<file path="src/rtl/reg_wb_arbiter.sv">
// reg_wb_arbiter: write-back arbiter that merges an ALU result stream with a buffered load/mul stream.
//
// Ports:
//   clk                      rising-edge clock
//   reset                    asynchronous, active-low reset
//   alu_valid/ready/rd/data  single-cycle ALU result handshake (ready drops only on a forced FIFO pop)
//   mem_valid/ready/rd/data  long-latency result handshake into the FIFO (ready = !full)
//   rg_wrt_en/addr/data      registered register-file write port (x0 writes suppressed)
//   pend_mask                destinations still waiting in the FIFO (bit 0 always 0)
//   fifo_count               current FIFO occupancy
//
// Build option: define WB_MEM_BYPASS_EN to let a mem result skip the empty FIFO
// when the ALU is idle, landing on the write port one cycle after acceptance.
module reg_wb_arbiter #(
    parameter int DEPTH      = 4,
    parameter int STARVE_MAX = 8
) (
    input  logic                       clk,
    input  logic                       reset,
    input  logic                       alu_valid,
    output logic                       alu_ready,
    input  logic [4:0]                 alu_rd,
    input  logic [31:0]                alu_data,
    input  logic                       mem_valid,
    output logic                       mem_ready,
    input  logic [4:0]                 mem_rd,
    input  logic [31:0]                mem_data,
    output logic                       rg_wrt_en,
    output logic [4:0]                 rg_wrt_addr,
    output logic [31:0]                rg_wrt_data,
    output logic [31:0]                pend_mask,
    output logic [$clog2(DEPTH):0]     fifo_count
);
    localparam int AW = $clog2(DEPTH);
    localparam int CW = AW + 1;
    localparam int SW = $clog2(STARVE_MAX + 1);

    logic [4:0]    rd_q [DEPTH];
    logic [31:0]   data_q [DEPTH];
    logic [AW-1:0] wptr_q, wptr_d, rptr_q, rptr_d;
    logic [CW-1:0] count_q, count_d;
    logic [SW-1:0] starve_q, starve_d;
    logic          wen_q, wen_d;
    logic [4:0]    addr_q, addr_d;
    logic [31:0]   wdata_q, wdata_d;
    logic          empty, full, force_pop, take_alu, pop, push, byp, sel;
    logic [4:0]    sel_rd;
    logic [31:0]   sel_data;
    logic [AW-1:0] off;

    assign empty     = count_q == '0;
    assign full      = count_q == CW'(DEPTH);
    // A FIFO that has lost STARVE_MAX times in a row wins regardless of the ALU.
    assign force_pop = (starve_q == SW'(STARVE_MAX)) && !empty;
    assign take_alu  = alu_valid && !force_pop;
    assign pop       = force_pop || (!alu_valid && !empty);
`ifdef WB_MEM_BYPASS_EN
    assign byp       = mem_valid && empty && !alu_valid;
`else
    assign byp       = 1'b0;
`endif
    assign push      = mem_valid && !full && !byp;
    assign sel       = take_alu || pop || byp;
    assign sel_rd    = take_alu ? alu_rd : pop ? rd_q[rptr_q] : mem_rd;
    assign sel_data  = take_alu ? alu_data : pop ? data_q[rptr_q] : mem_data;

    assign alu_ready   = !force_pop;
    assign mem_ready   = !full;
    assign fifo_count  = count_q;
    assign rg_wrt_en   = wen_q;
    assign rg_wrt_addr = addr_q;
    assign rg_wrt_data = wdata_q;

    always_comb begin
        wptr_d   = push ? wptr_q + 1'b1 : wptr_q;
        rptr_d   = pop ? rptr_q + 1'b1 : rptr_q;
        count_d  = count_q + CW'(push) - CW'(pop);
        starve_d = (pop || empty) ? '0 : (take_alu && starve_q != SW'(STARVE_MAX)) ? starve_q + 1'b1 : starve_q;
        wen_d    = sel && sel_rd != 5'd0;
        addr_d   = sel ? sel_rd : addr_q;
        wdata_d  = sel ? sel_data : wdata_q;
    end

    // An entry is live when its distance from the read pointer is below the occupancy.
    always_comb begin
        pend_mask = '0;
        off       = '0;
        for (int i = 0; i < DEPTH; i++) begin
            off = AW'(i) - rptr_q;
            if ({1'b0, off} < count_q)
                pend_mask[rd_q[i]] = 1'b1;
        end
        pend_mask[0] = 1'b0;
    end

    always_ff @(posedge clk) begin
        if (push) begin
            rd_q[wptr_q]   <= mem_rd;
            data_q[wptr_q] <= mem_data;
        end
    end

    always_ff @(posedge clk or negedge reset) begin
        if (!reset) begin
            wptr_q   <= '0;
            rptr_q   <= '0;
            count_q  <= '0;
            starve_q <= '0;
            wen_q    <= 1'b0;
            addr_q   <= '0;
            wdata_q  <= '0;
        end else begin
            wptr_q   <= wptr_d;
            rptr_q   <= rptr_d;
            count_q  <= count_d;
            starve_q <= starve_d;
            wen_q    <= wen_d;
            addr_q   <= addr_d;
            wdata_q  <= wdata_d;
        end
    end
endmodule
</file>
<file path="config.mk">
export PLATFORM = sky130hd
export DESIGN_NAME = reg_wb_arbiter
export DESIGN_NICKNAME = d
export VERILOG_FILES = /design/src/rtl/reg_wb_arbiter.sv
export SDC_FILE = /design/constraint.sdc
export NUM_CORES = 1
export LEC_CHECK = 0
export ABC_AREA = 1
export BUFFER_PORTS_ARGS = -buffer_cell sky130_fd_sc_hd__buf_2
export CAP_MARGIN = 10
export CORE_ASPECT_RATIO = 1.25
export CORE_MARGIN = 4
export CORE_UTILIZATION = 53
export CTS_BUF_LIST = sky130_fd_sc_hd__clkbuf_8
export CTS_CLUSTER_DIAMETER = 200
export CTS_CLUSTER_SIZE = 24
export DETAILED_ROUTE_END_ITERATION = 7
export PLACE_DENSITY = 0.86
export SYNTH_ARGS = -nofsm -noshare
export SYNTH_HDL_FRONTEND = slang
export SYNTH_SLANG_ARGS = --single-unit
</file>
<file path="constraint.sdc">
create_clock -name clk -period 2.7 [get_ports clk]
set_clock_uncertainty 0.1 [all_clocks]
set_input_delay 0.135 -clock clk [delete_from_list [all_inputs] [get_ports clk]]
set_output_delay 0.135 -clock clk [all_outputs]
set_load 0.01 [all_outputs]
</file>
After elaboration in Yosys (flattened, before gate mapping)
Memory sizes are Yosys's and may differ from the RTL's. Index checks and enable logic that the tools add are counted.

Word-level logic and storage cells: 76. Memories kept: 2. Memory bits (writable): 148. Register bits after elaboration: 49. Input port bits: 78.

Muxes and demuxes: 20. $lt $le $gt $ge: 12. Reduce and logical (&&, ||, !) cells: 20. $add $sub $neg: 9. Equal/unequal tests: 3. Bitwise gates (word level): 3.

Memory list: data_q (words 4, bits a word 32, rd ports 1, clocked after Yosys merged registers in 0, wr ports 1, RTL line 39) `logic [31:0] data_q [DEPTH];`; rd_q (words 4, bits a word 5, rd ports 5, clocked after Yosys merged registers in 0, wr ports 1, RTL line 38) `logic [4:0] rd_q [DEPTH];`.

Operators by type and width (number): $mux W32 (6); $or A32 B32 Y32 (3); $lt A5 B6 Y1 const B (4); $demux W1 S5 (4); $ge A5 B1 Y1 const B (4); $lt A2 B3 Y1 (4); $logic_and A1 B1 Y1 (10); $mux W5 (2); $mux W4 (2); $mux W1 (6); $reduce_bool A5 Y1 (1); $add A2 B1 Y2 const B (2); $add A4 B1 Y4 const B (1); $eq A4 B4 Y1 const B (1); $logic_not A1 Y1 (4); $ne A4 B4 Y1 const B (1); $sub A1 B2 Y2 const A (2); $sub A2 B2 Y2 const A (2); $add A3 B1 Y3 (1); $eq A3 B3 Y1 const B (1); $logic_not A3 Y1 (1); $logic_or A1 B1 Y1 (3); $sub A3 B1 Y3 (1); $reduce_bool A2 Y1 (1).

Longest topological paths before layout
Gate-level depths: netlist of the first run. An unclocked memory read counts as a cell.

Depth in word-level cells: 12. Gate-level depth with buffers: 13. Mapped depth without buffers: 13.

Worst setup path after synthesis of the first run
No wires, ideal clock.

Path kind: reg2reg. From: register count_q[1], in the netlist fifo_count[1]. To: memory data_q[0][0] (enable). Library setup time: 0.431 ns. Slack: -0.351 ns. Cell stages (with the launch flop): 5. Data arrival time: 2.520 ns. Clock period less this slack: 3.051 ns. Path through: dfrtp_1 -> inv_1 -> nand3_1 -> nand2_1 -> nor2_1.

Word-level cells in the longest chain between the ends: 5.

RTL lines: start, declared (RTL line 41) `logic [CW-1:0] count_q, count_d;`; start signal, assigned (RTL line 115) `count_q <= count_d;`; $eq A3 B3 Y1 (RTL line 52) `assign full = count_q == CW'(DEPTH);`; $logic_not A1 Y1; net mem_ready (RTL line 25) `output logic mem_ready,`; $logic_and A1 B1 Y1 (RTL line 62) `assign push = mem_valid && !full && !byp;`; $mux W1 (RTL line 97) `if (push) begin`; $mux W1 (implied by the code) (RTL line 99) `data_q[wptr_q] <= mem_data;`; end, declared (RTL line 39).

The timed path passes the listed nets, and every way through them passes these cells.

Final worst setup path of the first run
From: register count_q[1], in the netlist fifo_count[1]. To: output pend_mask[8].

Word-level cells in the longest chain between the ends: 8. Elaborated cells on any way between the ends: 11. Those cells by class: 4 x order compare; 4 x mux; 3 x bitwise.

RTL lines: $lt A2 B3 Y1 (RTL line 90) `if ({1'b0, off} < count_q)`; $mux W32 (RTL line 90); $or A32 B32 Y32 (no line); $mux W32 (RTL line 90); $or A32 B32 Y32 (no line); $mux W32 (RTL line 90); $or A32 B32 Y32 (no line); $mux W32 * (RTL line 90); end, declared (RTL line 31) `output logic [31:0] pend_mask,`.

Mark *: on every way between the ends. The rest lies on a longest branch, timed or not.

==> results of run 1 <==
## routing by layer
metal | up-vias | wire (µm) | part of all wire (%)
met2 | 478 | 13500 | 52
met4 | 0 | 969 | 3.7
met1 | 3580 | 9440 | 36
met5 | - | 0 | 0
met3 | 83 | 2010 | 7.8
li1 | 3497 | - | -
## cells in the mapped netlist (all sizes together) (2+ instances only)
library cell and instances:
nor2 55, a21oi 4, dfrtp 49, nand4 33
clkbuf 7, nand3 54, o2111ai 5, nor4 2
xor2 4, o221ai 10, xnor2 2, o211ai 10
nor3 29, inv 71, a22oi 25, buf 18
nand2 329, o21ai 6, edfxtp 148, ha 12
a31oi 3
## metrics by stage
step                      worst slack [ps]  hold WS, ps  area, µm²  power [mW]  std cells
after floorplan                       -351         -261       8960        6.93        880
after global placement                 290          193      10000        8.33       1243
after detailed placement               233          201      10000        8.46       1243
after CTS                            -6.62         14.5      11200        10.3       1351
after global routing                 -24.2         42.0      11300        11.2       1354
final                                 76.9         25.1      11300        10.6       1354
## report_power, final
part	switching (mW)	internal (mW)	total, mW
combinational	2.88	1.43	4.31
clock	1.03	0.736	1.77
sequential	0.417	4.07	4.49
total	4.33	6.23	10.6
## layout make-up
type,count,area [µm²]
Clock buffer,17,234
Clock inverter,15,133
Fill cell,1184,5100
Inverter,71,274
Multi-Input combinational cell,587,3020
Sequential cell,197,5670
Tap cell,216,270
Timing Repair Buffer,251,1690
## registers in the layout, summed over array words and instances (netlist names)
name         flops
rg_wrt_en        1
rg_wrt_data     32
starve_q         4
rptr_q           2
fifo_count       3
rd_q            20
data_q         128
rg_wrt_addr      5
wptr_q           2
## worst max-delay path by stage
stage                        from            end  slack, ps
finish              fifo_count[1]   pend_mask[8]         80
global route            rptr_q[1]  pend_mask[17]        -20
CTS                     rptr_q[1]  pend_mask[17]         -7
detailed placement      rptr_q[0]  pend_mask[17]        230
global placement        rptr_q[0]   pend_mask[2]        290
floorplan           fifo_count[1]   data_q[0][0]       -350
## layout by cell type (no fill, tap or decap), drive strengths merged, types with 2 or more instances in the layout
cell type	count
a21oi	4
a22oi	25
a31oi	3
buf	177
clkbuf	17
clkinv	8
clkinvlp	3
dfrtp	49
dlygate4sd3	74
edfxtp	148
ha	12
inv	74
nand2	329
nand3	54
nand4	33
nor2	55
nor3	29
nor4	2
o2111ai	5
o211ai	10
o21ai	6
o221ai	10
xnor2	2
xor2	4
## cells by family after synthesis
group / after synthesis
adder cells (fa/ha/maj): 13
AO/OA/AOI/OAI: 64
XOR/XNOR: 6
flip-flops: 197
AND/OR/NAND/NOR: 503
other: 1
buffers and inverters: 96
## what timing repair did
item / CTS / global route
hold endpoints to repair: 218 / 0
buffers inserted: 2 / 3
resized for setup: 6 / 23
hold buffers: 74 / 0
pin swaps: 0 / 1
setup endpoints to repair: 31 / 31
## worst max-delay path, cell delays in order, from the launching register on
cell and delay, ps:
dfrtp_2 460, inv_4 120, ha_1 250, nor2_1 90, nand2_1 90, nand2_4 140
nor3_2 50, buf_4 170, a22oi_1 250, o211ai_1 140, buf_2 160
==> results.yml, run 1 <==
yosys:
  yosys.area_share.simple_pct: 24.5
  syn_nets: 971
  syn_area_per_cell_um2: 10.2
  synth-seq-area-share_pct: 63.3
  synth-edff-count: 148
  synth_area_leader_cell: "edfxtp_1"
  ys_types: 36
  synth_top_area_share_pct: 49.6
  netlist_instances: 880
  synth.area.top_cells: "edfxtp_1, dfrtp_1, nand2_1"
  syn_area_mm2: 0.00896
  yosysWarnings: 0
  synth-seq-cells: 197
  ys_dominant_reg_cell: "edfxtp_1"
  muxShareOfSynthArea_pct: 0
  synthXorXnorAreaFrac_pct: 0.587
  synth_compound_area_share_pct: 5.24
  async_reset_ff_share_pct: 24.9
  synth_fa_ha_area_share_pct: 1.90
  synth_top_family_by_area: "simple AND/OR/NAND/NOR gates"
worst_setup_path:
  reg2reg_depth: 9
  worstPathArrival_ps: 2390
  reg2reg_slack_ps: 490
  crit_required_ps: 2470
  worstReg2RegEnd: "fifo_count[2]"
  r2r-start: "fifo_count[2]"
  setup.worst_path.class: "register to output port"
  worstSetupEndpointType: "output port"
  crit_fanout: 7
  startpoint_type: "register"
cells_and_area:
  fin_util_pct: 68.9
  syn2layout_area_growth_pct: 26.1
  drive_gt1_share_pct: 22.5
  diodes: 0
  finish.net_count: 1216
route:
  routedWlPerCell_um: 19.1
  drc_errors: 0
  vias: 7638
  vias_per_cell: 5.64
  routed_wl_mm: 25.9
  dr.pass1.iters: 6
  postRouteAntennaNets: 0
  drt_iter0_markers: 916
power_and_ir_drop:
  ir_drop_mv: 0.601
  power_leakage_nw: 4.75
  power_density_mw_per_mm2: 936
die:
  coreArea_mm2: 0.0164
  die_y_um: 153
  num_rows: 52
  io_pins: 153
  die_w_um: 124
  start_util_pct: 54.6
  die_area_mm2: 0.0191
clock_tree:
  numCtsBuffers: 17
  cts_tree: "yes"
  numClockSinks: 197
  clkLatencyLatePin_ps: 450
  cts_buffer_depth: 2
  htreeDepth: 4
  cts-root-buf: "clkbuf_8"
  clk_pin_slew_ps: 90
grt:
  grt_pass1_vias: 7625
  track_usage_pct: 26.8
  grt_use_met1_pct: 31.8
  overflow: 0
  antenna_found_initial: 0
  busiest_layer: "met2"
  grt_use_met3_pct: 5.51
  grt_max_degree: 35
  grt_pass1_wl_mm: 40.4
  use_met2_pct: 47.3
worst_hold_path:
  hold_path.class: "input port to register"
  whs_endpoint: "rg_wrt_addr[1]"
  worstHoldStart: "alu_rd[1]"
  min_path_cells: 5
timing:
  finalHoldViolations: 0
  setup-violations-final: 0
  fin_crit_sh_pct: 97.2
  fmax_ghz: 0.381
  finalSetupTns_ps: 0
  worst_slew_pin_slew_ps: 920
  finalMaxSlewViolations: 0
  maxSlewHeadroom_pct: 38.6
  rsz0062_at_grt: "yes"
  fin_crit_ps: 2620
run:
  max-cap-violations: 0
place:
  portBuffers: 151
  hpwl_mm: 16.9
  gp_congestion: 1.03
outcome:
  status: "complete, no violations"
(Power assumes the default switching activity.)
==> inputs of run 2 (changes only) <==
CAP_MARGIN = 20   (was 10)
MAX_ROUTING_LAYER = met4   (was default)
PLACE_DENSITY = 0.83   (was 0.86)
clock period = 3.1 ns   (was 2.7 ns; I/O delays follow)
==> run 2 against run 1 <==
Compared with the run above: global-route usage is 0.11 points higher; combinational power is 19% lower; critical path depth is 3 higher; cell count is 0.81% lower; via count is 0.84% lower; largest cell class unchanged.
==> results.yml, run 2 (synthesized netlist as in run 1, its figures left out) <==
outcome:
  status: "complete, no violations"
place:
  gp_congestion: 0.997
  post-place-ws_ps: 547
  hpwl_mm: 16.1
  portBuffers: 151
worst_setup_path:
  crit_fanout: 9
  cpPeakStageDelay_ps: 500
  worstReg2RegEnd: "fifo_count[2]"
  cp_cell_sequence: "inv_4 -> nand2_1 -> nand2_1 -> inv_1 -> ha_1 -> nand3_1 -> o21ai_0 -> nor2_1 -> inv_1 -> nor2_1 -> a21oi_1 -> nand3_1 -> buf_2"
  reg2reg_slack_ps: 860
  startpoint_type: "register"
  reg2reg_depth: 9
  slowest_stage: "dfrtp_2"
  setup.worst_path.class: "register to output port"
  r2r-start: "fifo_count[1]"
  crit_required_ps: 2840
  worstSetupEndpointType: "output port"
  worstPathArrival_ps: 2580
die:
  io_pins: 153
  die_w_um: 124
  start_util_pct: 54.6
  coreArea_mm2: 0.0164
  die_area_mm2: 0.0191
  die_y_um: 153
  num_rows: 52
clock_tree:
  numClockSinks: 197
  numCtsBuffers: 17
  htreeDepth: 4
  clk_pin_slew_ps: 110
  cts_tree: "yes"
  cts-root-buf: "clkbuf_8"
  clkLatencyLatePin_ps: 460
  cts_buffer_depth: 2
power_and_ir_drop:
  power_frac_clock_pct: 19.6
  p_sw_share_pct: 40.0
  p_comb_share_pct: 37.9
  seq_power_share_pct: 42.5
  power_mw: 9.24
  ir_drop_mv: 0.530
  power_leakage_nw: 4.73
  power_density_mw_per_mm2: 822
  p_int_mw: 5.54
  power_switching_mw: 3.70
timing:
  finalMaxSlewViolations: 0
  finalSetupTns_ps: 0
  rsz0062_at_grt: "no"
  fmax_ghz: 0.353
  fin_crit_ps: 2830
  setup-violations-final: 0
  fin_crit_sh_pct: 91.3
  worst_slew_pin_slew_ps: 772
  setup_slack_ps: 268
  finalHoldViolations: 0
  maxSlewHeadroom_pct: 48.5
  holdWs_ps: 25.1
worst_hold_path:
  hold_path.class: "input port to register"
  min_path_cells: 5
  whs_endpoint: "rg_wrt_addr[1]"
  worstHoldStart: "alu_rd[1]"
cells_and_area:
  drive_gt1_share_pct: 20.6
  fin_util_pct: 68.5
  mostFrequentLayoutCells: "nand2_1, buf_2, edfxtp_1"
  diodes: 0
  layout_commonest_cell: "nand2_1"
  regMostFlops: "data_q"
  largest_register_ffs: 128
  finish.net_count: 1205
  syn2layout_area_growth_pct: 25.4
grt:
  track_usage_pct: 26.9
  grt_pass1_wl_mm: 39.8
  antenna_found_initial: 0
  overflow: 0
  grt_max_degree: 34
  grt_pass1_vias: 7714
route:
  postRouteAntennaNets: 0
  dr.pass1.iters: 6
  drc_errors: 0
  drt_iter0_markers: 795
  vias: 7574
  routedWlPerCell_um: 18.6
  vias_per_cell: 5.64
  routed_wl_mm: 25.0
run:
  max-cap-violations: 0
-- run 2: cell types whose count changed in the layout (fill, tap and decap cells not counted), sizes merged --
cell	before	now
clkinv	8	4
bufinv	1	3
clkinvlp	3	1
dlygate4sd3	74	73
buf	177	167
inv	74	78
-- run 2: worst max path at each step --
stage	start	endpoint	slack (ps)	depth (start not counted)
final	rptr_q[0]	pend_mask[31]	270	13
after global routing	rptr_q[0]	pend_mask[16]	30	13
after CTS	rptr_q[1]	pend_mask[31]	40	12
after detailed placement	rptr_q[1]	pend_mask[31]	550	12
after global placement	rptr_q[1]	pend_mask[31]	640	12
after floorplan	fifo_count[1]	data_q[0][0]	50	4
-- run 2: critical path, delay by kind of cell (launching register included) --
| family | cells | cell delay (ps) |
|---|---|---|
| AO/OA/AOI/OAI | 2 | 190 |
| adder cells (fa/ha/maj) | 1 | 270 |
| buffers and inverters | 4 | 480 |
| flip-flops | 1 | 500 |
| AND/OR/NAND/NOR | 6 | 690 |
-- run 2: repair_timing --
item / in CTS / in global routing
buffers inserted: 0 / 3
endpoints found under the hold margin: 211 / 0
endpoints found under the setup margin: 0 / 27
resized for setup: 0 / 2
hold buffers: 73 / 0
-- run 2: metal layers --
metal  global-route usage (%)  up-vias  share of wire [%]
met5                        -        -                  0
met1                     30.7     3625                 37
met4                     10.1        0                3.2
met3                     4.57       69                7.1
met2                     47.6      398                 52
li1                         -     3482                  -
-- run 2: power groups by stage --
stage | clock network [mW] | registers [mW] | logic, mW
3_5_place_dp | 0 | 3.96 | 3.35
2_1_floorplan | 0 | 3.98 | 2.05
5_1_grt | 1.93 | 3.99 | 3.87
4_1_cts | 1.81 | 3.91 | 3.44
3_3_place_gp | 0 | 3.93 | 3.25
6_report | 1.81 | 3.93 | 3.50
-- run 2: cell type report --
cell class                 count  area (µm²)
fill                        1160        5160
clock inverter                15         210
sequential                   197        5670
clock buffer                  17         234
multi-input combinational    587        2920
inverter                      71         269
timing repair buffer         240        1660
tap                          216         270
-- run 2: stage by stage --
step | instances | cell area (µm²)
4_1_cts | 1340 | 11200
5_1_grt | 1343 | 11200
3_5_place_dp | 1235 | 10000
6_report | 1343 | 11200
3_3_place_gp | 1235 | 10000
2_1_floorplan | 880 | 8960
==> inputs of run 3 (changes only) <==
GPL_TIMING_DRIVEN = 0   (was default)
==> run 3 against run 2 <==
Compared with the run above: clock-buffer cell count increased by 1; sequential power is 1% lower; first-iteration DRC count increased by 2.4%; setup slack worse by 63 ps; sequential cell count unchanged; global-route usage rose by 1.5 points; final area is 0.53% higher; via count grew 2.3%; non-clock buffer count up 17; highest routed layer unchanged.
==> results.yml, run 3 (synthesized netlist as in run 1, its figures left out) <==
outcome:
  status: "complete, no violations"
timing:
  rsz0062_at_grt: "no"
  maxSlewHeadroom_pct: 54.3
  worst_slew_pin_slew_ps: 686
  finalHoldViolations: 0
  setup-violations-final: 0
  fmax_ghz: 0.345
  finalMaxSlewViolations: 0
  fin_crit_ps: 2890
  fin_crit_sh_pct: 93.4
cells_and_area:
  layout_commonest_cell: "nand2_1"
  drive_gt1_share_pct: 21.5
  finish.net_count: 1222
  diodes: 0
  mostFrequentLayoutCells: "nand2_1, buf_2, edfxtp_1"
  final_area_mm2: 0.0113
  syn2layout_area_growth_pct: 26.1
  regMostFlops: "data_q"
  n_fill_cell: 1160
  largest_register_ffs: 128
  fin_util_pct: 68.9
clock_tree:
  numClockSinks: 197
  numCtsBuffers: 17
  cts-root-buf: "clkbuf_8"
  cts_buffer_depth: 2
  cts_tree: "yes"
  htreeDepth: 4
  clk_pin_slew_ps: 110
  clkLatencyLatePin_ps: 460
die:
  start_util_pct: 54.6
  num_rows: 52
  coreArea_mm2: 0.0164
  die_y_um: 153
  io_pins: 153
  die_w_um: 124
  die_area_mm2: 0.0191
worst_setup_path:
  worstPathArrival_ps: 2640
  setup.worst_path.class: "register to output port"
  crit_required_ps: 2840
  startpoint_type: "register"
  crit_fanout: 10
  worstSetupEndpointType: "output port"
route:
  drc_errors: 0
  routed_wl_mm: 26.6
  drt_iter0_markers: 814
  vias_per_cell: 5.70
  vias: 7748
  dr.pass1.iters: 6
  postRouteAntennaNets: 0
  routedWlPerCell_um: 19.6
worst_hold_path:
  hold_path.class: "input port to register"
power_and_ir_drop:
  p_sw_share_pct: 41.2
  power_switching_mw: 3.81
  power_leakage_nw: 4.77
  p_comb_share_pct: 40.4
  p_int_mw: 5.44
  ir_drop_mv: 0.650
  power_frac_clock_pct: 17.5
  power_density_mw_per_mm2: 819
  seq_power_share_pct: 42.0
grt:
  antenna_found_initial: 0
  grt_pass1_wl_mm: 41.5
  grt_max_degree: 29
  grt_pass1_vias: 7958
  track_usage_pct: 28.4
  overflow: 0
place:
  gp_congestion: 1.01
  portBuffers: 151
  place_area_mm2: 0.0101
  hpwl_mm: 17.3
run:
  max-cap-violations: 0
## run 3: cell types whose count changed in the layout (fill, tap and decap cells not counted), sizes merged
cell | before | now
dlygate4sd3 | 73 | 74
clkbuf | 17 | 25
clkinvlp | 1 | 3
bufinv | 3 | 1
clkinv | 4 | 3
buf | 167 | 176
## run 3: final timing paths
| kind | start | to | slack, ps | cells after the start |
|---|---|---|---|---|
| setup / recovery | rptr_q[1] | pend_mask[31] | 210 | 14 |
| hold / removal | alu_valid | rg_wrt_addr[1] | 40 | 4 |
| setup reg to reg | starve_q[1] | fifo_count[2] | 420 | 12 |
| hold reg to reg | starve_q[0] | starve_q[0] | 390 | 1 |
| max in group asynchronous | reset | rg_wrt_data[4] | 2140 | 3 |
| min in group asynchronous | reset | rg_wrt_data[20] | 160 | 2 |
## run 3: metal layers
| layer | share of wire [%] | GRT usage [%] | wire length (µm) |
|---|---|---|---|
| met1 | 36 | 31.2 | 9670 |
| met2 | 51 | 49.3 | 13700 |
| met3 | 8.0 | 5.48 | 2140 |
| met4 | 4.4 | 14.0 | 1160 |
| met5 | 0 | - | 0 |
## run 3: power groups by stage
stage	clock network, mW	logic [mW]	registers [mW]
6_report	1.62	3.74	3.89
5_1_grt	1.72	4.09	3.94
4_1_cts	1.61	3.60	3.86
3_5_place_dp	0	3.50	3.91
3_3_place_gp	0	3.28	3.93
2_1_floorplan	0	2.05	3.98
## run 3: cell type report
| class | instances | area (µm²) | area share, % |
|---|---|---|---|
| sequential | 197 | 5670 | 50.2 |
| multi-input combinational | 587 | 2940 | 26.1 |
| timing repair buffer | 232 | 1620 | 14.4 |
| tap | 216 | 270 | 2.39 |
| inverter | 71 | 269 | 2.38 |
| clock buffer | 18 | 248 | 2.19 |
| clock inverter | 14 | 140 | 1.24 |
| buffer | 25 | 128 | 1.13 |
## run 3: what timing repair did
action	in CTS	in global routing
buffers inserted	0	2
setup endpoints to repair	0	27
resized for setup	0	9
endpoints found under the hold margin	205	0
hold buffers	74	0
## run 3: through the flow
step / TNS, ps / std cells / worst slack [ps] / hold WS [ps] / power [mW]
2_1_floorplan: 0 / 880 / 49.0 / -241 / 6.04
3_3_place_gp: -161610 / 1247 / -1110 / 267 / 7.21
3_5_place_dp: 0 / 1252 / 451 / 104 / 7.41
4_1_cts: 0 / 1358 / 12.0 / 2.19 / 9.06
5_1_grt: 0 / 1360 / 30.9 / 43.2 / 9.76
6_report: 0 / 1360 / 205 / 35.8 / 9.25
## run 3: critical path, stage by stage (launching register included)
cell     delay, ps
dfrtp_1        390
buf_4          190
inv_2          110
nand2_1         90
nand2_2        100
inv_1           50
ha_1           260
nand3_1         80
o21ai_1        120
nor2_1         240
inv_2          130
nor2_1         130
a21oi_1         60
nand3_1        110
buf_2          140
